--- src/rtl/pool_pkg.sv ---
// pool_pkg: constants and types shared by the maxpool result reader.
//
// DATA_W   width of a pooled sample (signed)
// ADDR_W   result RAM address width
// N_ROWS   pooled rows; N_COLS pooled columns; DEPTH = N_ROWS * N_COLS
// ROW_W    width of a row coordinate; COL_W width of a column coordinate
// RAM_LAT  read latency of the result RAM (the reader is built for 1)
package pool_pkg;

    localparam int DATA_W  = 21;
    localparam int ADDR_W  = 13;
    localparam int N_ROWS  = 82;
    localparam int N_COLS  = 62;
    localparam int DEPTH   = N_ROWS * N_COLS;
    localparam int ROW_W   = 7;
    localparam int COL_W   = 6;
    localparam int RAM_LAT = 1;

    localparam logic [ADDR_W-1:0]        LAST_ADDR = ADDR_W'(DEPTH - 1);
    localparam logic [COL_W-1:0]         LAST_COL  = COL_W'(N_COLS - 1);
    localparam logic signed [DATA_W-1:0] MOST_NEG  = {1'b1, {(DATA_W-1){1'b0}}};

    typedef enum logic [1:0] {
        ST_IDLE,
        ST_SWEEP,
        ST_DRAIN,
        ST_REPORT
    } state_e;

    // One buffered sample: its value, linear index and end-of-frame flag.
    typedef struct packed {
        logic [DATA_W-1:0] data;
        logic [ADDR_W-1:0] idx;
        logic              last;
    } sample_t;

endpackage

--- src/rtl/rd_fifo2.sv ---
// rd_fifo2: two-entry FIFO holding samples returned by the result RAM.
//
// clk        rising-edge clock
// reset      synchronous, active-low; empties the FIFO and zeroes its storage
// flush      empties the FIFO (storage contents are left as they are)
// push       write push_data/push_idx/push_last
// pop        drop the head entry
// full       two entries held
// empty      no entry held
// head_*     fields of the oldest entry
module rd_fifo2
    import pool_pkg::*;
(
    input  logic              clk,
    input  logic              reset,
    input  logic              flush,
    input  logic              push,
    input  logic [DATA_W-1:0] push_data,
    input  logic [ADDR_W-1:0] push_idx,
    input  logic              push_last,
    input  logic              pop,
    output logic              full,
    output logic              empty,
    output logic [DATA_W-1:0] head_data,
    output logic [ADDR_W-1:0] head_idx,
    output logic              head_last
);

    sample_t    entry_q [2];
    logic       wr_ptr_q;
    logic       rd_ptr_q;
    logic [1:0] count_q;
    logic       do_push;
    logic       do_pop;

    // A push into a full FIFO is accepted only when the head leaves on the same edge.
    assign do_pop  = pop && (count_q != 2'd0);
    assign do_push = push && ((count_q != 2'd2) || do_pop);

    // NOTE: sequential state uses non-blocking assignments so every register
    // samples the values from before the edge, independent of statement order.
    always_ff @(posedge clk) begin
        if (!reset) begin
            // NOTE: the storage is reset as well, because the head fields are
            // visible outputs that must read zero straight after reset.
            for (int i = 0; i < 2; i++) begin
                entry_q[i] <= '0;
            end
            wr_ptr_q <= 1'b0;
            rd_ptr_q <= 1'b0;
            count_q  <= 2'd0;
        end else if (flush) begin
            wr_ptr_q <= 1'b0;
            rd_ptr_q <= 1'b0;
            count_q  <= 2'd0;
        end else begin
            if (do_push) begin
                entry_q[wr_ptr_q] <= '{data: push_data, idx: push_idx, last: push_last};
                wr_ptr_q          <= ~wr_ptr_q;
            end
            if (do_pop) begin
                rd_ptr_q <= ~rd_ptr_q;
            end
            count_q <= count_q + 2'(do_push) - 2'(do_pop);
        end
    end

    assign full      = (count_q == 2'd2);
    assign empty     = (count_q == 2'd0);
    assign head_data = entry_q[rd_ptr_q].data;
    assign head_idx  = entry_q[rd_ptr_q].idx;
    assign head_last = entry_q[rd_ptr_q].last;

endmodule

--- src/rtl/pool_result_reader.sv ---
// pool_result_reader: sweeps the maxpool result RAM in row-major order once the
// processing top reports done, streams every sample out on valid/ready and
// tracks the signed maximum with its row/column (the template-match position).
//
// clk, reset            clock; synchronous active-low reset
// start, done_in        sweep request; results valid while done_in is high
// rd_en, rd_addr        result RAM read port; rd_data returns one cycle later
// out_valid/out_ready   stream handshake; out_data, out_index, out_last payload
// busy                  sweep in progress
// best_val/row/col/idx  running signed maximum and its location
// result_valid          best_* are final; held until the next start or reset
module pool_result_reader
    import pool_pkg::*;
(
    input  logic              clk,
    input  logic              reset,
    input  logic              start,
    input  logic              done_in,
    output logic              rd_en,
    output logic [ADDR_W-1:0] rd_addr,
    input  logic [DATA_W-1:0] rd_data,
    output logic              out_valid,
    input  logic              out_ready,
    output logic [DATA_W-1:0] out_data,
    output logic [ADDR_W-1:0] out_index,
    output logic              out_last,
    output logic              busy,
    output logic [DATA_W-1:0] best_val,
    output logic [ROW_W-1:0]  best_row,
    output logic [COL_W-1:0]  best_col,
    output logic [ADDR_W-1:0] best_idx,
    output logic              result_valid
);

    state_e                   state_q;
    logic [ADDR_W-1:0]        issue_q;
    logic                     cap_q;      // read issued last cycle; rd_data is valid now
    logic [ADDR_W-1:0]        cap_idx_q;
    logic                     busy_q;
    logic                     result_valid_q;
    logic signed [DATA_W-1:0] best_val_q;
    logic [ADDR_W-1:0]        best_idx_q;
    logic [ROW_W-1:0]         best_row_q;
    logic [COL_W-1:0]         best_col_q;
    logic [ROW_W-1:0]         cur_row_q;  // location of the sample at the stream head
    logic [COL_W-1:0]         cur_col_q;

    logic       fifo_full;
    logic       fifo_empty;
    logic [1:0] fifo_occ;
    logic [2:0] occ_after;
    logic       fifo_pop;
    logic       abort;
    logic       rd_en_d;
    logic       new_max;

    rd_fifo2 u_fifo (
        .clk       (clk),
        .reset     (reset),
        .flush     (abort),
        .push      (cap_q),
        .push_data (rd_data),
        .push_idx  (cap_idx_q),
        .push_last (cap_idx_q == LAST_ADDR),
        .pop       (fifo_pop),
        .full      (fifo_full),
        .empty     (fifo_empty),
        .head_data (out_data),
        .head_idx  (out_index),
        .head_last (out_last)
    );

    assign fifo_occ = {fifo_full, !fifo_full && !fifo_empty};

    // NOTE: every signal driven here gets a value on every path, so no latch
    // can be inferred.
    always_comb begin
        fifo_pop  = !fifo_empty && out_ready;
        abort     = ((state_q == ST_SWEEP) || (state_q == ST_DRAIN)) && !done_in;
        // Samples still owed to the FIFO after this edge: what it keeps plus
        // the read whose data is on rd_data now.
        occ_after = {1'b0, fifo_occ} + {2'b00, cap_q} - {2'b00, fifo_pop};
        // The enable is decided in the issuing cycle, using this cycle's pop, so
        // a two-entry FIFO is enough to stream one sample per cycle.
        rd_en_d   = (state_q == ST_SWEEP) && done_in && (occ_after < 3'd2);
        new_max   = fifo_pop && ($signed(out_data) > best_val_q);
    end

    always_ff @(posedge clk) begin
        if (!reset) begin
            state_q        <= ST_IDLE;
            issue_q        <= '0;
            cap_q          <= 1'b0;
            cap_idx_q      <= '0;
            busy_q         <= 1'b0;
            result_valid_q <= 1'b0;
            best_val_q     <= '0;
            best_idx_q     <= '0;
            best_row_q     <= '0;
            best_col_q     <= '0;
            cur_row_q      <= '0;
            cur_col_q      <= '0;
        end else begin
            cap_q     <= rd_en_d;
            cap_idx_q <= issue_q;

            // A sample accepted on an aborting edge still counts toward the maximum.
            if (fifo_pop) begin
                if (new_max) begin
                    best_val_q <= $signed(out_data);
                    best_idx_q <= out_index;
                    best_row_q <= cur_row_q;
                    best_col_q <= cur_col_q;
                end
                if (cur_col_q == LAST_COL) begin
                    cur_col_q <= '0;
                    cur_row_q <= cur_row_q + 1'b1;
                end else begin
                    cur_col_q <= cur_col_q + 1'b1;
                end
            end

            unique case (state_q)
                ST_IDLE: begin
                    if (start && done_in) begin
                        state_q        <= ST_SWEEP;
                        busy_q         <= 1'b1;
                        result_valid_q <= 1'b0;
                        issue_q        <= '0;
                        best_val_q     <= MOST_NEG;
                        best_idx_q     <= '0;
                        best_row_q     <= '0;
                        best_col_q     <= '0;
                        cur_row_q      <= '0;
                        cur_col_q      <= '0;
                    end
                end
                ST_SWEEP: begin
                    if (abort) begin
                        state_q <= ST_IDLE;
                        busy_q  <= 1'b0;
                    end else if (rd_en_d) begin
                        // The counter parks on the last address instead of wrapping.
                        if (issue_q == LAST_ADDR) begin
                            state_q <= ST_DRAIN;
                        end else begin
                            issue_q <= issue_q + 1'b1;
                        end
                    end
                end
                ST_DRAIN: begin
                    if (abort) begin
                        state_q <= ST_IDLE;
                        busy_q  <= 1'b0;
                    end else if (fifo_pop && out_last) begin
                        state_q        <= ST_REPORT;
                        busy_q         <= 1'b0;
                        result_valid_q <= 1'b1;
                    end
                end
                ST_REPORT: begin
                    state_q <= ST_IDLE;
                end
                default: begin
                    state_q <= ST_IDLE;
                end
            endcase
        end
    end

    assign rd_en        = rd_en_d;
    assign rd_addr      = issue_q;
    assign out_valid    = !fifo_empty;
    assign busy         = busy_q;
    assign best_val     = best_val_q;
    assign best_idx     = best_idx_q;
    assign best_row     = best_row_q;
    assign best_col     = best_col_q;
    assign result_valid = result_valid_q;

endmodule

--- config.mk ---
export PLATFORM = sky130hd
export DESIGN_NAME = pool_result_reader
export DESIGN_NICKNAME = d
export VERILOG_FILES = /design/src/rtl/pool_pkg.sv /design/src/rtl/rd_fifo2.sv /design/src/rtl/pool_result_reader.sv
export SDC_FILE = /design/constraint.sdc
export NUM_CORES = 1
export LEC_CHECK = 0
export ABC_AREA = 1
export BUFFER_PORTS_ARGS = -buffer_cell sky130_fd_sc_hd__buf_2
export CORE_ASPECT_RATIO = 1.75
export CORE_MARGIN = 4
export CORE_UTILIZATION = 54
export CTS_CLUSTER_DIAMETER = 120
export DETAILED_ROUTE_END_ITERATION = 8
export PLACE_DENSITY = 0.83
export SLEW_MARGIN = 20
export SYNTH_ARGS = -nofsm -noshare
export SYNTH_HDL_FRONTEND = slang
export SYNTH_HIERARCHICAL = 1
export SYNTH_SLANG_ARGS = --single-unit
--- constraint.sdc ---
create_clock -name clk -period 5 [get_ports clk]
set_input_delay 0.5 -clock clk [delete_from_list [all_inputs] [get_ports clk]]
set_output_delay 0.5 -clock clk [all_outputs]
set_load 0.005 [all_outputs]
# ---- Word-level counts from Yosys, hierarchy flattened
# Memory sizes are Yosys's and may differ from the RTL's. A register that Yosys moved wholly into a read port is not among the register bits.
# Index checks and enable logic that the tools add are counted.
dict set report op_classes {
  add_sub_neg 7
  n_lt_le_gt_ge 2
  eq_ne 18
  muxes 55
  bitwise 3
  reduce_logical 27
}
# cell n
set op_table {}
lappend op_table {{2-to-1 mux 13 bit} 8}
lappend op_table {{2-to-1 mux 21 bit} 4}
lappend op_table {{2-to-1 mux 7 bit} 8}
lappend op_table {{2-to-1 mux 6 bit} 8}
lappend op_table {{2-to-1 mux 35 bit} 1}
lappend op_table {{OR reduction 35 bit} 1}
lappend op_table {{== test 13 bit, second input constant} 2}
lappend op_table {{one-hot mux 13 bit (2 select lines)} 1}
lappend op_table {{greater-than comparator 21 bit} 1}
lappend op_table {{2-to-1 mux 1 bit} 16}
lappend op_table {{inequality test 2 bit, second input constant} 7}
lappend op_table {{adder 13 x 1 -> 13 bit, second input constant} 1}
lappend op_table {{2-to-1 mux 2 bit} 6}
lappend op_table {{AND reduction 4 bit} 3}
lappend op_table {{logical AND 1 bit} 10}
lappend op_table {{one-hot mux 2 bit (4 select lines)} 1}
lappend op_table {{adder 7 x 1 -> 7 bit, second input constant} 1}
lappend op_table {{adder 6 x 1 -> 6 bit, second input constant} 1}
lappend op_table {{== test 2 bit, second input constant} 3}
lappend op_table {{== test 6 bit, second input constant} 1}
lappend op_table {{inequality test 3 x 2 -> 1 bit, second input constant} 2}
lappend op_table {{nonzero test 2 bit} 3}
lappend op_table {{AND reduction 5 bit} 1}
lappend op_table {{zero test 2 bit} 2}
lappend op_table {{other kinds (15)} 20}
dict set report totals {
  register_bits 95
  ram_bits 70
  input_bits 26
  output_inout_bits 99
  wordCells 128
  n_memories 1
}
# memory depth width rd rd_ports_with_merged_regs wr line
set memory_table {}
lappend memory_table {u_fifo.entry_q 2 35 1 1 2 rd_fifo2.sv:29} ;# sample_t entry_q [2];

# ---- Logic depth before layout (Yosys ltp)
# Gate-level depths: netlist of run 1.
dict set report depth {
  word_depth 12
  ltp_mapped 19
  ltp_nobuf 19
}

# ---- By module
# Netlist of run 1, hierarchy kept.
# module n_inst cells_per_inst area_per_inst_um2 seq_area_each_um2
set by_module_without_submodules {}
lappend by_module_without_submodules {pool_result_reader 1 615 4405.5 1821.7}
lappend by_module_without_submodules {rd_fifo2 1 266 3325.7 2202.1}

# ---- Worst setup path before layout of run 1
# OpenSTA, ideal clock, no wires.
dict set report synth_timing {
  path_kind {register to register}
  startpoint {reg u_fifo.count_q[1]}
  endpoint {reg issue_q[3], in the netlist rd_addr[3]}
  setup_ns 0.070
  arrival_ns 2.611
  required_ns 4.930
  setup_slack_ns 2.319
  path_stages_with_launch 20
  path_buffers 1
  period_less_slack_ns 2.681
  cell_sequence {dfxtp_1 nor2_1 inv_1 nand2_1 inv_1 ha_1 inv_1 nand2_1 fa_1 nand2_1 a21oi_1 o21ai_0 inv_1 nand2_1 nand2_1 nand2_1 inv_1 buf_2 nand2_1 a21oi_1}
}
dict set report synth_between {
  word_cells_on_any_way 12
  cone_classes {add/sub (2); order compare (1); eq/ne (2); reduce/logical (7)}
}
# element line
set synth_rtl {}
lappend synth_rtl {{from (decl)} rd_fifo2.sv:32} ;# logic [1:0] count_q;
lappend synth_rtl {{from (signal assigned)} rd_fifo2.sv:64} ;# count_q <= count_q + 2'(do_push) - 2'(do_pop);
lappend synth_rtl {{zero test 2 bit} rd_fifo2.sv:69} ;# assign empty = (count_q == 2'd0);
lappend synth_rtl {{named net fifo_empty} pool_result_reader.sv:49} ;# logic fifo_empty;
lappend synth_rtl {{zero test 1 bit} -}
lappend synth_rtl {{named net out_valid} pool_result_reader.sv:22} ;# output logic out_valid,
lappend synth_rtl {{logical AND 1 bit} pool_result_reader.sv:78} ;# fifo_pop = !fifo_empty && out_ready;
lappend synth_rtl {{named net fifo_pop} pool_result_reader.sv:52} ;# logic fifo_pop;
lappend synth_rtl {{subtractor 3 x 1 -> 3 bit} pool_result_reader.sv:82} ;# occ_after = {1'b0, fifo_occ} + {2'b00, cap_q} - {2'b00, fifo_pop};
lappend synth_rtl {{< comparator 3 x 2 -> 1 bit} pool_result_reader.sv:85} ;# rd_en_d = (state_q == ST_SWEEP) && done_in && (occ_after < 3'd2);
lappend synth_rtl {{logical AND 1 bit} pool_result_reader.sv:85}
lappend synth_rtl {{inequality test 2 bit (no source line)} -}
lappend synth_rtl {{AND reduction 5 bit (no source line)} -}
lappend synth_rtl {{to (signal assigned)} pool_result_reader.sv:147} ;# issue_q <= issue_q + 1'b1;
lappend synth_rtl {{to (decl)} pool_result_reader.sv:36} ;# logic [ADDR_W-1:0] issue_q;
# The timed path passes the listed nets, and every way through them passes these cells.
# A chain may end at the register's enable or synchronous reset.

==> results of run 1 <==
-- critical path, delay by kind of cell (launching register included) --
family | cells | cell delay [ns]
adder cells (fa/ha/maj) | 1 | 0.32
buffers and inverters | 1 | 0.57
flip-flops | 1 | 0.76
multiplexers | 1 | 0.48
AND/OR/NAND/NOR | 11 | 1.40
-- cell usage in the layout (no fill, tap or decap), drive strengths merged --
cell type,netlist,routed
mux2,35,35
nor4,3,3
a21o,1,1
nand4,11,11
diode,0,1
bufinv,0,2
edfxtp,70,70
inv,128,134
clkinvlp,0,1
nor3b,1,1
nand2,128,128
a211oi,2,2
buf,23,129
o22ai,1,1
clkinv,0,4
nand3,18,18
xnor2,1,1
dfxtp,96,96
nor2,220,220
clkbuf,7,19
o21a,1,1
o21ai,57,57
xor2,11,11
fa,1,1
ha,31,31
nor3,6,6
a21oi,29,29
-- logic make-up (layout without fill, tap and decap cells) --
group / Yosys count / in the layout
AND/OR/NAND/NOR: 387 / 387
flip-flops: 166 / 166
buffers and inverters: 158 / 289
AO/OA/AOI/OAI: 91 / 91
multiplexers: 35 / 35
adder cells (fa/ha/maj): 32 / 32
XOR/XNOR: 12 / 12
other: 0 / 1
-- metal layers --
metal | global-route usage [%] | vias to the layer above
met5 | 0 | -
met2 | 39.9 | 205
li1 | - | 3040
met1 | 22.3 | 2835
met3 | 4.88 | 54
met4 | 11.3 | 2
-- power by group --
part           total (mW)  leakage (nW)  internal (mW)  switching, mW
clock network        1.34         0.297          0.781          0.559
registers            1.52          1.49           1.48         0.0400
logic               0.522          2.16          0.172          0.350
-- final cells by class --
cell class,count,area share (%)
antenna,1,0.0278
clock inverter,13,1.75
timing repair buffer,129,7.31
inverter,128,5.36
clock buffer,19,5.04
tap,177,2.46
multi-input combinational,557,33.4
sequential,166,44.7
-- worst max path at each step --
stage	cells past startpoint	endpoint	startpoint
after floorplan	19	rd_addr[3]$_SDFFE_PN0P_	u_fifo/count_q[1]$_SDFF_PP0_
after global placement	17	rd_addr[5]$_SDFFE_PN0P_	out_ready
after detailed placement	14	best_val[9]$_SDFF_PN0_	register
after CTS	14	best_val[9]$_SDFF_PN0_	register
after global routing	19	rd_addr[3]$_SDFFE_PN0P_	u_fifo/count_q[0]$_SDFF_PP0_
final	14	best_val[9]$_SDFF_PN0_	register
-- flip-flops by register name, indices dropped and copies added, names as in the netlist, 6 cells and up, named ones only --
| signal | cells |
|---|---|
| cur_row_q | 7 |
| u_fifo/entry_q | 70 |
| best_val | 21 |
| best_col | 6 |
| best_row | 7 |
| cur_col_q | 6 |
| best_idx | 13 |
| cap_idx_q | 13 |
| rd_addr | 13 |
==> results.ini, run 1 <==
[run_status]
status=finished, final reports clean

[synth]
synthXorXnorAreaFrac_pct=1.36
yosysUniqueCellTypes=36
yosys_register_bits=166
synth-compound-area-share_pct=6.18
yosysTopAreaCell=edfxtp_1
syn_inst=881
synth_top_family_by_area=simple AND/OR/NAND/NOR gates
ys.flop_type=dfxtp_1
yosysMostFrequentCell=nor2_1
netlist.area_leader.share_pct=27.2
yosysSeqAreaShare_pct=52.0
synthTopCellsByCount=nor2_1 (206), inv_1 (123), nand2_1 (123)
synth_edf_count=70
synthAdderAreaFrac_pct=5.28
synth-simple-area-share_pct=20.9
synthArstFlopShare_pct=0
ys_warn_count=6
syn_area_per_cell_um2=8.78
synth_area_um2=7730
syn_nets=939
yosys-mux-area-fraction_pct=5.10
synth_area_leaders=edfxtp_1 (27%), dfxtp_1 (25%), nor2_1 (10%)

[floorplanning]
coreArea_um2=14000
fp-row-count=57
num_io_pins=125
initial_utilization_pct=55.3
die_y_um=166
die-area_um2=16400
die_w_um=98.5

[global_routing]
grt_max_degree=47
grt_pass1_wl_mm=28.3
grt_remaining_overflow=0
grt_usage_pct=21.6
antenna_found_initial=2
grt_pass1_vias=6104

[hold_path]
hold_path.class=input pin to register
hold_end=u_fifo/entry_q[1][19]$_SDFFCE_PN0P_
min_from=rd_data[5]
hold_depth=3

[detailed_routing]
vias=6136
first_pass_iters=7
top_layer=met5
totalWireLength_mm=17.5
wl_met3_mm=1.12
wl_met2_mm=9.38
drtIter0Drc=289
wl_per_cell_um=14.7
wl_met1_mm=6.31
drc=0
ant_nets=0
viasPerCell=5.16

[finish]
final_core_util_pct=64.4
seqCellArea_um2=4030
drive_gt1_share_pct=22.1
final_nets=1057
final_cells=1190
area_delta_synth_final_pct=16.5
nFillCells=1169
multi_input_area_um2=3000
fin_area_um2=9010

[clock_network]
h-tree-depth=4
cts_buffers=17
clk_pin_slew_ns=0.08
cts_root_buffer=clkbuf_16
clk_latency_ns=0.43
ctsHoldBuffers=0
cts_setup_buffers=0
clk_path_buf_depth=2
cts_sinks=166
cts_resized=0
cts_tree=built

[sta]
fin_ws_ns=1.35
finalHoldWorstSlack_ns=0.383
finalHoldViolCount=0
rsz0062_at_grt=false
tns_ns=0
setup_viol=0
fin_crit_sh_pct=73.0
slew_viol_final=0
fmax_mhz=274
worst_pin_slew_ns=0.675
maxSlewHeadroom_pct=54.8
period_needed_ns=3.65
finClkSkew_ns=0.0171

[power]
fin_total_pwr_mw=3.38
ir_worst_vdd_mv=0.252
p_leak_nw=3.95
p_per_area_nw_per_um2=375

[critical_path]
worst_path_max_delay_cell=dfxtp_2
reg2reg_slack_ns=1.35
required_ns=5.35
critical_path.max_fanout=46
critPathKind=register to register
r2r-end=best_val[9]$_SDFF_PN0_
reg2reg_depth=14
slowest_delay_ns=0.76
end_kind=register
start_kind=register
crit_chain=mux2_2 -> ha_1 -> nand2_1 -> nor2_1 -> nand2_1 -> nor2_1 -> nand2_1 -> nand3_1 -> nand2_1 -> nand2_2 -> nand2_2 -> inv_4 -> nor2_1 -> nor2_1
arrival_ns=4.00

[placement]
gp_congestion=0.902
post_dp_cell_area_um2=8390
pre_cts_ws_ns=1.35
dpl.hpwl_mm=12.1
dp.cells=1157
io_buffers=124

[flow_run]
max_cap_violations=0

No activity file was read; power rests on OpenSTA's default activity.
==> run 2: changes to the inputs <==
--- a/config.mk
+++ b/config.mk
@@ -9,10 +9,10 @@
 export BUFFER_PORTS_ARGS = -buffer_cell sky130_fd_sc_hd__buf_2
 export CORE_ASPECT_RATIO = 1.75
 export CORE_MARGIN = 4
-export CORE_UTILIZATION = 54
+export CORE_UTILIZATION = 51
 export CTS_CLUSTER_DIAMETER = 120
 export DETAILED_ROUTE_END_ITERATION = 8
-export PLACE_DENSITY = 0.83
+export PLACE_DENSITY = 0.82
 export SLEW_MARGIN = 20
 export SYNTH_ARGS = -nofsm -noshare
 export SYNTH_HDL_FRONTEND = slang
==> constraint.sdc (replaced) <==
create_clock -name clk -period 2.95 [get_ports clk]
set_input_delay 0.295 -clock clk [delete_from_list [all_inputs] [get_ports clk]]
set_output_delay 0.295 -clock clk [all_outputs]
set_load 0.005 [all_outputs]
==> results.ini, run 2 (synthesized netlist as in run 1, its figures left out) <==
[global_routing]
antenna_found_initial=1  ; was 2
grt_pass1_vias=5970  ; was 6104
grt_pass1_wl_mm=28.2  ; was 28.3 mm
grt_usage_pct=21.0  ; was 21.6%
grt_remaining_overflow=0  ; unchanged
grt_max_degree=47  ; unchanged

[finish]
multi_input_area_um2=3040  ; was 3000 um2
largest_reg_flops=70  ; unchanged
nFillCells=1256  ; was 1169
largest-register=u_fifo/entry_q  ; unchanged
layout_commonest_cell=nor2_1  ; unchanged
final_nets=1068  ; was 1057
final_core_util_pct=61.2  ; was 64.4%
layout_common_cells=nor2_1 (205), buf_2 (124), nand2_1 (122), inv_1 (121), dfxtp_1 (95)  ; was nor2_1 (206), buf_2 (124), nand2_1 (123), inv_1 (123), dfxtp_1 (95)
final_cells=1206  ; was 1190
drive_gt1_share_pct=23.6  ; was 22.1%
area_delta_synth_final_pct=18.0  ; was 16.5%
antenna_cells=0  ; was 1
seqCellArea_um2=4030  ; unchanged

[sta]
setup_viol=0  ; unchanged
worst_pin_slew_ns=0.550  ; was 0.675 ns
tns_ns=0  ; unchanged
finClkSkew_ns=0.0106  ; was 0.0171 ns
fmax_mhz=356
finalHoldViolCount=0  ; unchanged
period_needed_ns=2.81
slew_viol_final=0  ; unchanged
fin_crit_sh_pct=95.2
maxSlewHeadroom_pct=63.4  ; was 54.8%

[clock_network]
h-tree-depth=4  ; unchanged
cts_buffers=17  ; unchanged
clk_path_buf_depth=2  ; unchanged
clk_pin_slew_ns=0.07  ; was 0.08 ns
cts_sinks=166  ; unchanged
cts_root_buffer=clkbuf_16  ; unchanged
clk_latency_ns=0.42  ; was 0.43 ns
cts_tree=built  ; unchanged

[detailed_routing]
wl_per_cell_um=15.2  ; was 14.7 um
viasPerCell=5.19  ; was 5.16
drtIter0Drc=239  ; was 289
drc=0  ; unchanged
vias=6259  ; was 6136
totalWireLength_mm=18.3  ; was 17.5 mm
first_pass_iters=5  ; was 7
ant_nets=0  ; unchanged

[critical_path]
slowest_delay_ns=0.48  ; was 0.76 ns
required_ns=2.65  ; was 5.35 ns
crit_family=adder cells  ; was simple AND/OR/NAND/NOR gates
start_kind=register  ; unchanged
worst_path_max_delay_cell=fa_1  ; was dfxtp_2
crit_chain=nor2_2 -> inv_2 -> nand2_1 -> inv_1 -> ha_1 -> inv_1 -> nand2_1 -> fa_1 -> nand2_1 -> a21oi_1 -> o21ai_2 -> nor2_1 -> buf_2  ; was mux2_2 -> ha_1 -> nand2_1 -> nor2_1 -> nand2_1 -> nor2_1 -> nand2_1 -> nand3_1 -> nand2_1 -> nand2_2 -> nand2_2 -> inv_4 -> nor2_1 -> nor2_1
reg2reg_slack_ns=0.17  ; was 1.35 ns
crit_path_frequent_cell=nand2_1
arrival_ns=2.51  ; was 4.00 ns
cp.buffers_inverters=4  ; was 1
end_kind=primary output  ; was register
critical_path.max_fanout=3  ; was 46
critPathKind=register to primary output  ; was register to register

[floorplanning]
die_y_um=171  ; was 166 um
die-area_um2=17300  ; was 16400 um2
die_w_um=101  ; was 98.5 um
fp-row-count=59  ; was 57
initial_utilization_pct=51.8  ; was 55.3%
num_io_pins=125  ; unchanged
coreArea_um2=14900  ; was 14000 um2

[hold_path]
hold_path.class=input pin to register  ; unchanged

[placement]
io_buffers=124  ; unchanged
gp_congestion=0.926  ; was 0.902
dpl.hpwl_mm=12.9  ; was 12.1 mm
dp.cells=1171  ; was 1157

[power]
fin_total_pwr_mw=5.61  ; was 3.38 mW
p_per_area_nw_per_um2=615  ; was 375 nW/um2
p_leak_nw=3.98  ; was 3.95 nW
ir_worst_vdd_mv=0.457  ; was 0.252 mV

[run_status]
status=finished, final reports clean  ; unchanged

[flow_run]
max_cap_violations=0  ; unchanged

run 2: where the power goes:
group	internal (mW)	switching, mW	total (mW)
clock	1.12	0.941	2.06
combinational	0.338	0.637	0.976
sequential	2.51	0.0677	2.57
run 2: routing by layer:
metal	wire, um	share of wire, %	global-route usage, %
met5	13	0.071	0
met4	565	3.1	10.6
met3	1210	6.6	4.81
met2	10000	55	39.2
met1	6500	35	21.2
run 2: what timing repair did:
action | in CTS | in global routing
resized for setup | 0 | 22
setup endpoints to repair | 0 | 62
setup buffers | 0 | 1
hold buffers | 0 | 0
run 2: layout make-up:
class                      instances  area share [%]
clock buffer                      18            4.82
clock inverter                    14            1.28
timing repair buffer             138            8.36
multi-input combinational        557            33.3
tap                              183            2.51
sequential                       166            44.1
inverter                         128            5.45
timing repair inverter             2           0.178
run 2: per-stage QoR:
| stage | area, um2 | setup slack (ns) | hold slack [ns] |
|---|---|---|---|
| after floorplan | 7730 | 0.269 | 0.434 |
| after global placement | 8470 | 0.151 | 0.459 |
| after detailed placement | 8470 | 0.0594 | 0.473 |
| after CTS | 9030 | 0.00583 | 0.171 |
| after global routing | 9120 | -0.0108 | 0.186 |
| final | 9120 | 0.143 | 0.183 |
run 2: worst paths after layout:
path,cells after the start,start,end
worst max-delay path,13,u_fifo/count_q[0]$_SDFF_PP0_,rd_en
worst min-delay path,3,rd_data[7],u_fifo/entry_q[1][21]$_SDFFCE_PN0P_
worst max register to register,15,register,best_idx[12]$_SDFF_PN0_
worst min register to register,2,best_idx[9]$_SDFF_PN0_,best_idx[9]$_SDFF_PN0_
run 2: worst min-delay path, cell delays in order:
cell    delay, ns
buf_2        0.07
inv_1        0.04
nor2_1       0.08
==> run 3: changes to the inputs <==
--- a/config.mk
+++ b/config.mk
@@ -7,12 +7,14 @@
 export LEC_CHECK = 0
 export ABC_AREA = 1
 export BUFFER_PORTS_ARGS = -buffer_cell sky130_fd_sc_hd__buf_2
-export CORE_ASPECT_RATIO = 1.75
+export CELL_PAD_IN_SITES_DETAIL_PLACEMENT = 1
+export CELL_PAD_IN_SITES_GLOBAL_PLACEMENT = 2
 export CORE_MARGIN = 4
-export CORE_UTILIZATION = 51
+export CORE_UTILIZATION = 31
 export CTS_CLUSTER_DIAMETER = 120
 export DETAILED_ROUTE_END_ITERATION = 8
 export PLACE_DENSITY = 0.82
+export RECOVER_POWER = 100
 export SLEW_MARGIN = 20
 export SYNTH_ARGS = -nofsm -noshare
 export SYNTH_HDL_FRONTEND = slang
==> results.ini, run 3 (synthesized netlist as in run 1, its figures left out) <==
[run_status]
status=finished, final reports clean  ; unchanged

[power]
p_per_area_nw_per_um2=608  ; was 615 nW/um2
ir_worst_vdd_mv=0.361  ; was 0.457 mV
p_leak_nw=3.82  ; was 3.98 nW
fin_total_pwr_mw=5.63  ; was 5.61 mW

[clock_network]
cts_root_buffer=clkbuf_16  ; unchanged
h-tree-depth=4  ; unchanged
ctsHoldBuffers=0  ; unchanged
cts_buffers=17  ; unchanged
clk_pin_slew_ns=0.07  ; about the same
cts_sinks=166  ; unchanged
cts_tree=built  ; unchanged
clk_latency_ns=0.43  ; was 0.42 ns
clk_path_buf_depth=2  ; unchanged

[placement]
dp.cells=1316  ; was 1171
post_dp_cell_area_um2=8710  ; was 8470 um2
pre_cts_ws_ns=0.0832  ; was 0.0594 ns
io_buffers=124  ; unchanged
dpl.hpwl_mm=14.7  ; was 12.9 mm
gp_congestion=0.791  ; was 0.926

[finish]
final_core_util_pct=37.8  ; was 61.2%
largest-register=u_fifo/entry_q  ; unchanged
final_cells=1350  ; was 1206
largest_reg_flops=70  ; unchanged
final_nets=1071  ; was 1068
multi_input_area_um2=3030  ; was 3040 um2
nFillCells=2936  ; was 1256
seqCellArea_um2=4030  ; unchanged
area_delta_synth_final_pct=19.7  ; was 18.0%
antenna_cells=0  ; unchanged
layout_commonest_cell=nor2_1  ; unchanged
fin_area_um2=9260  ; was 9120 um2
layout_common_cells=nor2_1 (208), inv_1 (123), nand2_1 (121), dfxtp_1 (95), buf_2 (83)  ; was nor2_1 (205), buf_2 (124), nand2_1 (122), inv_1 (121), dfxtp_1 (95)
drive_gt1_share_pct=16.8  ; was 23.6%

[global_routing]
grt_max_degree=47  ; unchanged
grt_usage_pct=14.8  ; was 21.0%
grt_pass1_wl_mm=32.8  ; was 28.2 mm
grt_pass1_vias=6271  ; was 5970
antenna_found_initial=0  ; was 1
grt_remaining_overflow=0  ; unchanged

[sta]
fin_ws_ns=0.172  ; was 0.143 ns
finClkSkew_ns=0.0102  ; was 0.0106 ns
fmax_mhz=360  ; was 356 MHz
fin_crit_sh_pct=94.2  ; was 95.2%
finalHoldViolCount=0  ; unchanged
setup_viol=0  ; unchanged
period_needed_ns=2.78  ; was 2.81 ns
maxSlewHeadroom_pct=57.8  ; was 63.4%
worst_pin_slew_ns=0.634  ; was 0.550 ns
slew_viol_final=0  ; unchanged

[critical_path]
cp.buffers_inverters=4  ; unchanged
critical_path.max_fanout=3  ; unchanged
required_ns=2.65  ; about the same
crit_family=adder cells  ; unchanged
crit_chain=nor2_2 -> inv_1 -> nand2_1 -> inv_1 -> ha_1 -> inv_1 -> nand2_1 -> fa_1 -> nand2_1 -> a21oi_2 -> o21ai_2 -> nor2_1 -> buf_2  ; was nor2_2 -> inv_2 -> nand2_1 -> inv_1 -> ha_1 -> inv_1 -> nand2_1 -> fa_1 -> nand2_1 -> a21oi_1 -> o21ai_2 -> nor2_1 -> buf_2
worst_path_max_delay_cell=fa_1  ; unchanged
arrival_ns=2.48  ; was 2.51 ns
start_kind=register  ; unchanged
slowest_delay_ns=0.48  ; about the same
critPathKind=register to primary output  ; unchanged
end_kind=primary output  ; unchanged

[detailed_routing]
viasPerCell=4.55  ; was 5.19
ant_nets=0  ; unchanged
first_pass_iters=4  ; was 5
drtIter0Drc=263  ; was 239
drc=0  ; unchanged
totalWireLength_mm=20.6  ; was 18.3 mm
wl_per_cell_um=15.3  ; was 15.2 um
vias=6144  ; was 6259

[floorplanning]
die-area_um2=27500  ; was 17300 um2
coreArea_um2=24500  ; was 14900 um2
die_y_um=166  ; was 171 um
initial_utilization_pct=31.6  ; was 51.8%
die_w_um=166  ; was 101 um
num_io_pins=125  ; unchanged
fp-row-count=57  ; was 59

[flow_run]
max_cap_violations=0  ; unchanged

[hold_path]
hold_path.class=input pin to register  ; unchanged

-- run 3: final cells by class --
class,count,share of cell area [%]
multi-input cells,557,32.8
repair buffers,141,7.95
well taps,324,4.38
clock inverters,15,1.28
clock buffers,17,4.60
flip-flops and latches,166,43.5
repair inverters,2,0.176
inverters,128,5.37
-- run 3: power by group --
| part | switching [mW] | internal [mW] | leakage, nW |
|---|---|---|---|
| clock network | 0.986 | 1.09 | 0.247 |
| logic | 0.654 | 0.324 | 2.08 |
| registers | 0.0711 | 2.50 | 1.49 |
-- run 3: per-stage QoR --
step	setup TNS [ns]	hold slack, ns
detailed placement	0	0.467
floorplan	0	0.434
CTS	0	0.156
global placement	0	0.461
finish	0	0.176
global route	-0.0827	0.169
-- run 3: timing repair --
action	CTS	global route
gates resized for setup	0	17
setup endpoints to repair	0	61
buffers inserted	0	0
-- run 3: layer usage --
layer  routed length [um]  track usage (%)  vias to the layer above  part of all wire, %
li1                     -                -                     3073                    -
met1                 9420             18.5                     2947                   46
met2                10100             25.1                      107                   49
met3                  917             4.21                       17                  4.4
met4                  180             3.77                        0                 0.87
met5                    0                0                        -                    0
-- run 3: tightest hold or removal path: stages --
cell    delay, ns
buf_2        0.08
inv_1        0.04
nor2_1       0.09
-- run 3: worst paths after layout --
check	cells after the start	slack (ns)	to	start
worst max-delay path	13	0.17	rd_en	u_fifo/count_q[1]$_SDFF_PP0_
worst min-delay path	3	0.18	u_fifo/entry_q[0][20]$_SDFFCE_PN0P_	rd_data[6]
worst max register to register	15	0.19	best_idx[9]$_SDFF_PN0_	register
worst min register to register	2	0.48	result_valid$_SDFFE_PN0P_	result_valid$_SDFFE_PN0P_
